**config.mk**
```make
export PLATFORM = sky130hd
export DESIGN_NAME = axi_read_arbiter
export DESIGN_NICKNAME = d
export VERILOG_FILES = /design/src/rtl/arb_pkg.sv /design/src/rtl/arb_pick.sv /design/src/rtl/axi_read_arbiter.sv
export SDC_FILE = /design/constraint.sdc
export NUM_CORES = 1
export LEC_CHECK = 0
export BUFFER_PORTS_ARGS = -buffer_cell sky130_fd_sc_hd__buf_2
export CORE_AREA = 2 2 109 111
export DETAILED_ROUTE_END_ITERATION = 8
export DIE_AREA = 0 0 111 113
export PLACE_DENSITY = 0.57
export SYNTH_ARGS = -nofsm -noshare
export SYNTH_HDL_FRONTEND = slang
export SYNTH_SLANG_ARGS = --single-unit
```
**constraint.sdc**
```tcl
create_clock -name i_clock -period 1.65 [get_ports i_clock]
set_input_delay 0.2475 -clock i_clock [delete_from_list [all_inputs] [get_ports i_clock]]
set_output_delay 0.2475 -clock i_clock [all_outputs]
set_load 0.05 [all_outputs]
```
**src/rtl/arb_pkg.sv**
```systemverilog
// Shared types and constants for the two-port AXI read arbiter.
// Used by arb_pick and axi_read_arbiter.
package arb_pkg;

    typedef enum logic [1:0] {
        IDLE = 2'd0,
        ADDR = 2'd1,
        DATA = 2'd2
    } arb_state_t;

    localparam logic [1:0] AXI_BURST_INCR = 2'b01;
    localparam logic [1:0] AXI_RESP_OKAY  = 2'b00;

    localparam logic REQ_IFU = 1'b0;
    localparam logic REQ_LSU = 1'b1;

endpackage

```
**src/rtl/arb_pick.sv**
```systemverilog
// Two-way grant picker: fixed priority (LSU over IFU) by default,
// round-robin on ties when AXI_ARB_RR_EN is defined.
module arb_pick
    import arb_pkg::*;
(
    input  logic [1:0] req,
`ifdef AXI_ARB_RR_EN
    input  logic       last_grant,
`endif
    output logic       grant
);

`ifdef AXI_ARB_RR_EN
    // A tie goes to the port that was not served last.
    always_comb begin
        grant = REQ_IFU;
        if (&req)
            grant = ~last_grant;
        else if (req[REQ_LSU])
            grant = REQ_LSU;
    end
`else
    // LSU always wins when it is requesting.
    always_comb begin
        grant = REQ_IFU;
        if (req[REQ_LSU])
            grant = REQ_LSU;
    end
`endif

endmodule

```
**src/rtl/axi_read_arbiter.sv**
```systemverilog
// Shares one AXI4 read port between the fetch unit (m0) and the LSU (m1).
// Optional macro AXI_ARB_RR_EN selects round-robin arbitration.
module axi_read_arbiter
    import arb_pkg::*;
#(
    parameter int ADDR_W = 32,
    parameter int DATA_W = 32,
    parameter int ID_W   = 4
) (
    input  logic              i_clock,
    input  logic              i_reset,

    input  logic              m0_arvalid,
    output logic              m0_arready,
    input  logic [ADDR_W-1:0] m0_araddr,
    input  logic [ID_W-1:0]   m0_arid,
    input  logic [7:0]        m0_arlen,
    input  logic [2:0]        m0_arsize,
    input  logic [1:0]        m0_arburst,
    output logic              m0_rvalid,
    input  logic              m0_rready,
    output logic [DATA_W-1:0] m0_rdata,
    output logic [1:0]        m0_rresp,
    output logic              m0_rlast,
    output logic [ID_W-1:0]   m0_rid,

    input  logic              m1_arvalid,
    output logic              m1_arready,
    input  logic [ADDR_W-1:0] m1_araddr,
    input  logic [ID_W-1:0]   m1_arid,
    input  logic [7:0]        m1_arlen,
    input  logic [2:0]        m1_arsize,
    input  logic [1:0]        m1_arburst,
    output logic              m1_rvalid,
    input  logic              m1_rready,
    output logic [DATA_W-1:0] m1_rdata,
    output logic [1:0]        m1_rresp,
    output logic              m1_rlast,
    output logic [ID_W-1:0]   m1_rid,

    output logic              s_arvalid,
    input  logic              s_arready,
    output logic [ADDR_W-1:0] s_araddr,
    output logic [ID_W-1:0]   s_arid,
    output logic [7:0]        s_arlen,
    output logic [2:0]        s_arsize,
    output logic [1:0]        s_arburst,
    input  logic              s_rvalid,
    output logic              s_rready,
    input  logic [DATA_W-1:0] s_rdata,
    input  logic [1:0]        s_rresp,
    input  logic              s_rlast,
    input  logic [ID_W-1:0]   s_rid,

    output logic              o_busy
);

    arb_state_t state;
    logic       owner;
    logic       pick;
    logic       in_addr;
    logic       in_data;
    logic       ar_done;
    logic       r_done;

`ifdef AXI_ARB_RR_EN
    logic       last_grant;
`endif

    arb_pick u_pick (
        .req        ({m1_arvalid, m0_arvalid}),
`ifdef AXI_ARB_RR_EN
        .last_grant (last_grant),
`endif
        .grant      (pick)
    );

    assign in_addr = (state == ADDR);
    assign in_data = (state == DATA);
    assign ar_done = s_arvalid & s_arready;
    assign r_done  = s_rvalid & s_rready & s_rlast;
    assign o_busy  = (state != IDLE);

    // Owner's address channel goes to the slave while in ADDR.
    assign s_arvalid = in_addr & (owner ? m1_arvalid : m0_arvalid);
    assign s_araddr  = owner ? m1_araddr  : m0_araddr;
    assign s_arid    = owner ? m1_arid    : m0_arid;
    assign s_arlen   = owner ? m1_arlen   : m0_arlen;
    assign s_arsize  = owner ? m1_arsize  : m0_arsize;
    assign s_arburst = owner ? m1_arburst : m0_arburst;

    assign m0_arready = in_addr & (owner == REQ_IFU) & s_arready;
    assign m1_arready = in_addr & (owner == REQ_LSU) & s_arready;

    // Only rvalid is steered; the data fields are broadcast.
    assign m0_rvalid = in_data & (owner == REQ_IFU) & s_rvalid;
    assign m1_rvalid = in_data & (owner == REQ_LSU) & s_rvalid;
    assign s_rready  = in_data & (owner ? m1_rready : m0_rready);

    assign m0_rdata = s_rdata;
    assign m0_rresp = s_rresp;
    assign m0_rlast = s_rlast;
    assign m0_rid   = s_rid;
    assign m1_rdata = s_rdata;
    assign m1_rresp = s_rresp;
    assign m1_rlast = s_rlast;
    assign m1_rid   = s_rid;

    // Burst ownership FSM: grant, address phase, data phase.
    always_ff @(posedge i_clock or negedge i_reset) begin
        if (!i_reset) begin
            state <= IDLE;
            owner <= REQ_IFU;
        end else begin
            unique case (state)
                IDLE: begin
                    if (m0_arvalid | m1_arvalid) begin
                        owner <= pick;
                        state <= ADDR;
                    end
                end
                ADDR: begin
                    if (ar_done)
                        state <= DATA;
                end
                DATA: begin
                    if (r_done)
                        state <= IDLE;
                end
                default: state <= IDLE;
            endcase
        end
    end

`ifdef AXI_ARB_RR_EN
    // Remember who finished last so the next tie goes the other way.
    always_ff @(posedge i_clock or negedge i_reset) begin
        if (!i_reset)
            last_grant <= REQ_LSU;
        else if (in_data & r_done)
            last_grant <= owner;
    end
`endif

endmodule
```
# Word-level counts from Yosys, hierarchy flattened
# Index checks and enable logic that the tools add are counted.
[word_totals]
register_bits = 3
latchBits = 0
ramBits = 0
romBits = 0
input_bits = 145
out_inout_bits = 134
elab_cells = 38
mem_count = 0
[op_classes]
n_addsub = 0
n_mul = 0
n_div = 0
magnitude_cmp = 0
n_eq_ne = 5
shifts = 0
mux = 12
bitwise = 15
n_reduce_logical = 4
[op_table]
columns = ["cell", "n"]
rows = [
  ["32-bit two-way mux", 1],
  ["1-bit AND", 13],
  ["2-bit two-way mux", 4],
  ["8-bit two-way mux", 1],
  ["2-bit one-hot mux with 3 select lines", 1],
  ["4-bit two-way mux", 1],
  ["2-bit by 1-bit inequality test with 1-bit output (second input constant)", 2],
  ["1-bit two-way mux", 3],
  ["3-bit two-way mux", 1],
  ["3-bit AND reduction", 1],
  ["2-bit by 1-bit == test with 1-bit output (second input constant)", 1],
  ["2-bit == test (second input constant)", 1],
  ["2-bit zero test", 1],
  ["2-bit inequality test (second input constant)", 1],
  ["2-bit AND reduction", 1],
  ["2-bit nonzero test", 1],
  ["1-bit inverter", 1],
  ["1-bit OR", 1],
]

# Logic depth before layout (Yosys ltp)
# Gate-level depths: netlist (run 1).
[depth]
depth_word = 6
depth_mapped = 4

# Modules after synthesis
# Synthesis (run 1) repeated with hierarchy kept, for this count alone.
[hier_totals]
hier_cells = 159
area_unflattened_um2 = 1645.3
[modules_own_cells]
columns = ["module", "instances", "cells_each", "area_each_um2", "seq_area_each_um2"]
rows = [
  ["axi_read_arbiter", 1, 158, 1637.8, 75.1],
  ["arb_pick", 1, 1, 7.5, 0.0],
]

# Worst setup path after synthesis (run 1)
# No wires, ideal clock.
[synth_path]
path_kind = "register to output"
start = "register owner"
end = "output port s_rready"
t_arrival_ns = 1.384
required_ns = 1.402
slack_ns = 0.018
stages_incl_launch_ff = 4
path_buffers = 1
cell_sequence = "dfrtp_1 buf_6 mux2i_1 nor2b_1"
[synth_between]
elab_chain_cells = 2
[synth_rtl]
columns = ["item", "line_no", "rtl"]
rows = [
  ["from (decl)", "axi_read_arbiter.sv:59", "logic owner;"],
  ["from (signal assigned)", "axi_read_arbiter.sv:118", "owner <= pick;"],
  ["1-bit two-way mux", "axi_read_arbiter.sv:98", "assign s_rready = in_data & (owner ? m1_rready : m0_rready);"],
  ["1-bit AND", "axi_read_arbiter.sv:98", ""],
  ["to (decl)", "axi_read_arbiter.sv:49", "output logic s_rready,"],
]
# No other way between the ends.

# Final worst setup path (run 1)
[layout_path]
start = "register owner"
end = "output port s_arvalid"
[layout_between]
elab_chain_cells = 2
[layout_rtl]
columns = ["item", "line_no", "rtl"]
rows = [
  ["1-bit two-way mux", "axi_read_arbiter.sv:85", "assign s_arvalid = in_addr & (owner ? m1_arvalid : m0_arvalid);"],
  ["1-bit AND", "axi_read_arbiter.sv:85", ""],
  ["to (decl)", "axi_read_arbiter.sv:41", "output logic s_arvalid,"],
]
# No other way between the ends.

==> metrics, run 1 <==
status=finished, violations left; failing checks=negative setup slack; Top-Level Pins=279; P_sw=2.49 mW; clk sinks=3; Adder-Cell Fraction of Synth Area=0%; via count=1,386; Hold Violations, Final=0; Die Height=113 um; crit path max-delay cell type=dfrtp_4; Clock Latency Late Sink=0.22 ns; hpwl dp=4.19 mm; hold_ws=0.297 ns; Std-Cell Rows=39; I/O Buffers=164; crit path launch type=flip-flop; Static Leak=around 1.3 nW; Pre-antenna DRT Iters=4; CP peak stage delay=0.53 ns; Final Skew=0.00204 ns; Starting Density=14.4%; setup ws final=-0.106 ns; cts bufs inserted=3; Slew @ Worst Pin=0.208 ns; syn_nets=between 300 and 400; Seq pwr share=4.2%; post-synthesis sequential area ratio=4.63%; Ys Warns=0; Yosys reg bits=3; GR Util All Layers=7.50%; Post-Synth Simple-Gate Area=4.78%; CTS tree=yes; routability cong.=0.767; Worst Path Arrival=1.51 ns; cell area after synthesis=between 0.0015 and 0.002 sq mm; worst reg2reg path depth=4; vias per cell=3.53; largest net degree at the start of global routing=19; fmax=569 MHz; Final Core Density=a little over a fifth; Initial DRC Count=12; clock root buffer=clkbuf_16; WP data required=1.40 ns; hold depth=2; crit-path leading delay family=flip-flops; post-synthesis mux area share=between 40% and 50%; clk buf depth=2; internal power=between 2 and 2.5 mW; area grow syn2layout=48.8%; Tmin final=1.76 ns; Placed Instance Area=slightly below 0.002 sq mm; Hold/Removal Path Class=input port to flip-flop; power share of the combinational group=87.7%; max-slew violation count=0; clock power share=under 10%; Unique masters post-synth=19; post-synthesis xor/xnor area fraction=0%; worst-path cell chain=buf_6, mux2_4, and2_4, buf_8; Crit path buffers/inverters=2; Reg clk slew, reported paths=~0.03 ns; RSZ-0062 raised after global routing=yes; Gate Count Post-Synth=158; final setup fails=50; H-tree Lvls=1; Die Area=roughly 0.013 sq mm; worst-path fanout max=5; Worst path depth=4; Synth Area per Inst=10.3 sq um; maximum vdd drop=about 1.2 mV; complex-gate fraction of the synthesized area=around 1.8%; Worst slew margin=85.7%; Tcrit/Tclk final=106%; Final Routed Wirelength=5.24 mm; first-pass GRT wire length=7.62 mm; P per Cell Area=1950 mW/mm^2; CORE AREA=0.0113 sq mm; total of max-cap violations=0; vias in the first global route=between 1k and 1.5k; DRC=0; CP Class=flip-flop to output pin; largest family of logic cells by synthesized area=multiplexers; Crit. End Element=output pin; Final nets=roughly 400; sw frac=52.9%; die width=111 um; initial antenna violation count=1; Routed WL per cell=between 10 and 15 um; total gr overflow=0; design area=0.00241 sq mm; Final TNS setup=-1.50 ns; antenna viol nets, final=0; share of cells above drive strength 1=91.6%
==> cells by family after synthesis <==
family          after synthesis
mux                          51
compound gates                3
simple gates                 16
buf+inv                      85
flops                         3
==> cell usage after synthesis <==
| cell | n | area share (%) |
|---|---|---|
| buf_4 | 78 | 36 |
| mux2_4 | 46 | 43 |
| nand2_1 | 5 | 1.2 |
| buf_12 | 4 | 4.9 |
| mux2_2 | 4 | 2.8 |
| dfrtp_1 | 3 | 4.6 |
| nor2_1 | 3 | 0.69 |
| nor2b_1 | 3 | 1.2 |
| and3_1 | 2 | 0.77 |
| a22o_1 | 1 | 0.54 |
| a311oi_2 | 1 | 0.92 |
| and2_1 | 1 | 0.39 |
| buf_6 | 1 | 0.69 |
| buf_8 | 1 | 0.92 |
| inv_1 | 1 | 0.23 |
| mux2i_1 | 1 | 0.62 |
| nand3_1 | 1 | 0.31 |
| nor3_1 | 1 | 0.31 |
| o21ai_1 | 1 | 0.31 |
==> final timing paths <==
kind,startpoint,to,slack [ns]
setup / recovery,owner,s_arvalid,-0.11
hold / removal,s_arready,state[0],0.30
setup reg to reg,owner,state[0],0.20
hold reg to reg,state[1],state[0],0.51
max in group asynchronous,i_reset,owner,1.16
min in group asynchronous,i_reset,owner,0.37
==> cell usage in the layout (no fill, tap or decap), drive strengths merged <==
cell type / count
dlygate4sd3: 1
clkbuf: 6
nand3: 1
and2: 1
inv: 1
nand2: 5
diode: 1
nor2b: 3
a311oi: 1
and3: 2
nor2: 3
buf: 168
nor3: 1
mux2: 50
a22o: 1
o21ai: 1
dfrtp: 3
mux2i: 1
==> per-stage QoR <==
stage	setup slack, ns	std cells	total power [mW]
2_1_floorplan	0.0180	158	3.70
3_3_place_gp	0.0524	383	3.61
3_5_place_dp	0.0447	383	3.63
4_1_cts	-0.138	392	4.66
5_1_grt	-0.130	393	4.89
6_report	-0.106	393	4.71
==> registers in the layout, indices dropped and copies added, names as in the netlist <==
signal	cells
state	2
owner	1
==> metal layers <==
metal	up-vias	wire, um	global-route usage [%]
li1	632	-	-
met1	617	1680	7.20
met2	125	2790	14.2
met3	12	646	2.79
met4	0	124	3.67
met5	-	0	0
==> area by class of cell <==
class | instances | area (sq um)
multi-input cells | 70 | 867
fillers | 1220 | 8860
flip-flops and latches | 3 | 78.8
repair buffers | 171 | 1200
clock buffers | 4 | 78.8
inverters | 1 | 3.75
diodes | 1 | 2.50
well taps | 143 | 179
==> power groups by stage <==
stage               logic, mW  clock network, mW  registers (mW)
floorplan                3.56                  0           0.143
global placement         3.43                  0           0.181
detailed placement       3.45                  0           0.183
CTS                      4.08              0.386           0.188
global route             4.29              0.400           0.207
finish                   4.13              0.379           0.199
==> timing repair <==
action / 4_1_cts / 5_1_grt
resized for setup: 75 / 37
gates cloned: 1 / 0
buffers inserted: 3 / 1
setup endpoints to repair: 52 / 55
hold buffers: 1 / 0
hold endpoints to repair: 3 / 0
Power figures use the tool's default switching activity.
==> inputs of run 2 (changes only) <==
Settings changed: RECOVER_POWER set to 100.
==> run 2 against run 1 <==
Against the previous run:
- the flow still finishes with violations (negative setup slack)
- global-route usage unchanged
- first-iteration DRC count did not move
- clock skew barely moved
- critical path depth is the same
- final area decreased by 0.47%
- sequential share of layout area is essentially flat
- die area stayed put
- total power down 0.30%
- largest cell class unchanged
- highest routed layer unchanged
==> metrics, run 2 (same netlist as run 1, synthesis figures left out) <==
Final TNS setup=-1.51 ns; Worst slew margin=roughly three fifths; Final Routed Wirelength=5.23 mm; Std-Cell Rows=39; routability cong.=0.767; Hold Violations, Final=0; pre-CTS setup slack=~0.045 ns; I/O Buffers=164; hpwl dp=~4.2 mm; GR Util All Layers=under 10%; cts bufs inserted=3; Starting Density=14.4%; vias per cell=3.55; Final nets=395; total gr overflow=0; total power=4.69 mW; crit path max-delay cell type=dfrtp_4; via count=between 1k and 1.5k; placed cell count=383; clk sinks=3; Reg clk slew, reported paths=around 0.03 ns; antenna viol nets, final=0; setup ws final=-0.106 ns; Hold/Removal Path Class=input port to flip-flop; worst hold path startpoint=s_arready; hold_ws=0.287 ns; Largest register FFs=2; share of cells above drive strength 1=90.0%; Routed WL per cell=13.3 um; max-slew violation count=0; WP data required=between 1 and 1.5 ns; failing checks=negative setup slack; Finished Layout Cells=393; die width=111 um; RSZ-0062 raised after global routing=yes; Largest regs=state x2, owner x1; status=finished, violations left; Tmin final=1.76 ns; Final Core Density=21.3%; worst r2r src=owner; fmax=about 570 MHz; final setup fails=50; crit path launch type=flip-flop; largest net degree at the start of global routing=19; Pre-antenna DRT Iters=4; Crit. End Element=output pin; DRC=0; total of max-cap violations=0; CP peak stage delay=~0.53 ns; maximum vdd drop=1.18 mV; Top-Level Pins=279; Die Area=0.0125 sq mm; clk buf depth=2; worst-path fanout max=5; P per Cell Area=around 2000 mW/mm^2; Initial DRC Count=12; area grow syn2layout=48.1%; Worst Path Arrival=~1.5 ns; design area=0.00240 sq mm; CP Class=flip-flop to output pin; Clock Latency Late Sink=between 0.2 and 0.25 ns; H-tree Lvls=1; worst-path cell chain=buf_6, mux2_4, and2_4, buf_8; initial antenna violation count=1; first-pass GRT wire length=7.62 mm; Placed Instance Area=0.00198 sq mm; Top reg by flops=state; commonest non-fill, non-tap cell in the layout=buf_2; Final Skew=approximately 0.0022 ns; CTS tree=yes; Die Height=about 110 um; Slew @ Worst Pin=0.588 ns; clock root buffer=clkbuf_16; Tcrit/Tclk final=106%; vias in the first global route=1,490; commonest cells after routing, fill and taps aside=buf_2 (108), mux2_4 (48), buf_6 (35); Worst Setup SP=owner; Static Leak=1.33 nW; CORE AREA=~0.011 sq mm
[run 2: changes by cell type in the layout (fill, tap and decap cells not counted)]
cell / before / now
buf_2: 112 / 108
clkbuf_2: 0 / 1
bufbuf_8: 0 / 1
buf_12: 2 / 1
clkbuf_1: 1 / 4
a311oi_2: 1 / 0
a311oi_1: 0 / 1
[run 2: power by group]
part           internal [mW]  total, mW  switching, mW
combinational           1.77       4.12           2.35
sequential             0.119      0.196         0.0772
clock                  0.318      0.378         0.0601
total                   2.21       4.69           2.49
[run 2: worst paths after layout]
kind | to | slack (ns) | cells past startpoint
max | s_arvalid | -0.11 | 4
min | state[0] | 0.29 | 2
max reg2reg | state[0] | 0.18 | 4
min reg2reg | state[0] | 0.51 | 1
max in group asynchronous | owner | 1.10 | 2
min in group asynchronous | owner | 0.38 | 2
[run 2: layer usage]
| metal | part of all wire, % | GRT usage (%) | up-vias |
|---|---|---|---|
| met2 | 53 | 14.2 | 128 |
| met5 | 0 | 0 | - |
| met4 | 2.4 | 3.67 | 0 |
| met3 | 13 | 2.79 | 12 |
| met1 | 32 | 7.20 | 623 |
| li1 | - | - | 632 |
[run 2: critical path, delay by kind of cell, from the launching register on]
family                 cells  cell delay, ns
muxes                      1            0.30
DFF                        1            0.53
buffers and inverters      2            0.29
and+or+nand+nor            1            0.17
[run 2: area by class of cell]
type	instances	area, sq um
inverters	1	3.75
repair buffers	171	1200
well taps	143	179
diodes	1	2.50
flip-flops and latches	3	78.8
multi-input cells	70	861
fillers	1221	8870
clock buffers	4	78.8
[run 2: timing repair]
action	CTS	global route
hold buffers	1	0
setup buffers	3	1
cloned	1	0
gates resized for setup	75	37
setup endpoints to repair	52	55
hold endpoints to repair	3	0
==> inputs of run 3 (changes only) <==
Settings changed: ABC_AREA set to 1, ABC_CLOCK_PERIOD_IN_PS set to 1650, PLACE_DENSITY 0.57 to 0.55.
==> run 3 against run 2 <==
Against the previous run:
- the flow now finishes without violations
- hold slack worse by 0.024 ns
- clock skew down 0.0019 ns
- die area unchanged
- core utilization down 3.1 points
- critical endpoint is now s_arlen[2]
==> metrics, run 3 <==
max-slew violation count=0; syn_nets=418; via count=1,732; total of max-cap violations=0; Final nets=503; P per Cell Area=2310 mW/mm^2; status=finished clean; RSZ-0062 raised after global routing=yes; clock power share=8.1%; CTS tree=yes; vias in the first global route=1,452; Static Leak=~1.3 nW; Yosys top cell area share=42.9%; maximum vdd drop=around 0.53 mV; cts bufs inserted=3; ranking of synthesized cells by area=buf_4 (43%), nand2_1 (42%), dfrtp_1 (5.2%); Worst Setup SP=owner; Pre-antenna DRT Iters=4; Hold Violations, Final=0; most frequent cell after synthesis=nand2_1; WP data required=~1.4 ns; fmax=626 MHz; Tcrit/Tclk final=roughly 97%; Worst Path Arrival=1.35 ns; placed cell count=495; Yosys reg bits=3; Finished Layout Cells=501; Top-Level Pins=279; die width=111 um; routability cong.=approximately 0.7; Slew @ Worst Pin=around 0.6 ns; largest area contributor in the synthesized netlist=buf_4; Final Skew=approximately 0.00028 ns; share of cells above drive strength 1=48.7%; Die Area=0.0125 sq mm; CP Class=flip-flop to output pin; first-pass GRT wire length=6.63 mm; P_sw=3.20 mW; Post-synth EDFFs=0; I/O Buffers=164; Synth Area per Inst=5.26 sq um; total gr overflow=0; H-tree Lvls=1; Tmin final=between 1.5 and 2 ns; Initial DRC Count=42; sw frac=67.6%; Unique masters post-synth=13; Largest regs=state x2, owner x1; worst r2r src=owner; top_reg_cell synth=dfrtp_1; GR Util All Layers=6.40%; Die Height=113 um; Reg clk slew, reported paths=0.03 ns; CORE AREA=0.0113 sq mm; Crit. End Element=output pin; DRC=0; top post-synthesis cells by count=nand2_1 (162), buf_4 (82), inv_1 (7); commonest non-fill, non-tap cell in the layout=nand2_1; clk buf depth=2; antenna viol nets, final=0; clk sinks=3; final setup fails=0; Largest register FFs=2; worst hold path startpoint=m1_arvalid; Routed WL per cell=9.07 um; Clock Latency Late Sink=0.22 ns; internal power=roughly 1.5 mW; worst-path fanout max=20; Top reg by flops=state; setup ws final=0.0515 ns; vias per cell=approximately 3.5; Std-Cell Rows=39; commonest cells after routing, fill and taps aside=nand2_1 (161), buf_2 (108), clkbuf_4 (37); area grow syn2layout=42.9%; Hold/Removal Path Class=input port to flip-flop; initial antenna violation count=1; Final Routed Wirelength=4.55 mm; Seq pwr share=3.4%; post-synthesis sequential area ratio=between 5 and 6%; Gate Count Post-Synth=273; Starting Density=about an eighth; Ys Warns=0; power share of the combinational group=roughly 90%; pre-CTS setup slack=0.130 ns; Worst slew margin=between 60% and 70%; crit path launch type=flip-flop; clock root buffer=clkbuf_16; reg-to-reg setup timing slack=0.51 ns; hpwl dp=3.78 mm; asr flop ratio synth=100%; largest net degree at the start of global routing=36; cell area after synthesis=0.00144 sq mm
[run 3: final cells by class]
| class | count | area, sq um |
|---|---|---|
| diodes | 1 | 2.50 |
| clock buffers | 4 | 78.8 |
| fillers | 1300 | 9220 |
| inverters | 8 | 37.5 |
| multi-input cells | 173 | 683 |
| flip-flops and latches | 3 | 76.3 |
| well taps | 143 | 179 |
| repair buffers | 169 | 995 |
[run 3: path summary, 6_finish.rpt]
check | endpoint | cells after the start
worst max-delay path | s_arlen[2] | 5
min in group asynchronous | state[0] | 2
worst min-delay path | owner | 3
worst max register to register | state[0] | 6
worst min register to register | owner | 3
max in group asynchronous | owner | 2
[run 3: kinds of logic after synthesis]
| kind of cell | after synthesis | synth area share, % |
|---|---|---|
| buffers and inverters | 97 | 48.4 |
| DFF | 3 | 5.23 |
| AOI/OAI and AO/OA | 3 | 1.04 |
| and+or+nand+nor | 170 | 45.3 |
[run 3: critical path, cell delays in order (launching register included)]
cell and delay (ns):
dfrtp_2 0.46, inv_8 0.16, buf_12 0.16, nand2_1 0.07
nand2_1 0.06, clkbuf_4 0.22
[run 3: repair_timing]
action	in CTS	in global routing
gates resized for setup	4	43
hold endpoints to repair	3	0
setup buffers	0	0
endpoints found under the setup margin	37	43
hold buffers	1	0
[run 3: power groups by stage]
stage	sequential [mW]	combinational, mW	clock [mW]
after floorplan	0.130	3.62	0
after global routing	0.168	4.49	0.395
after detailed placement	0.144	3.98	0
after CTS	0.153	4.01	0.390
after global placement	0.144	4.00	0
final	0.161	4.18	0.384
[run 3: through the flow]
stage	area, sq um	setup TNS [ns]	hold WS, ns	util (%)	power (mW)
5_1_grt	2050	-0.268	0.285	18.2	5.05
4_1_cts	1950	-0.0255	0.267	17.3	4.55
6_report	2050	0	0.263	18.2	4.73
3_5_place_dp	1840	0	0.0457	16.4	4.12
2_1_floorplan	1450	0	-0.0481	-	3.75
3_3_place_gp	1840	0	0.0453	16.4	4.15
[run 3: per-layer routing]
layer  GRT usage, %  vias to the layer above  wire (um)
li1               -                      902          -
met1           6.17                      693       1580
met2           11.6                      111       2190
met3           2.09                       26        539
met4           4.50                        0        235
met5              0                        -          0
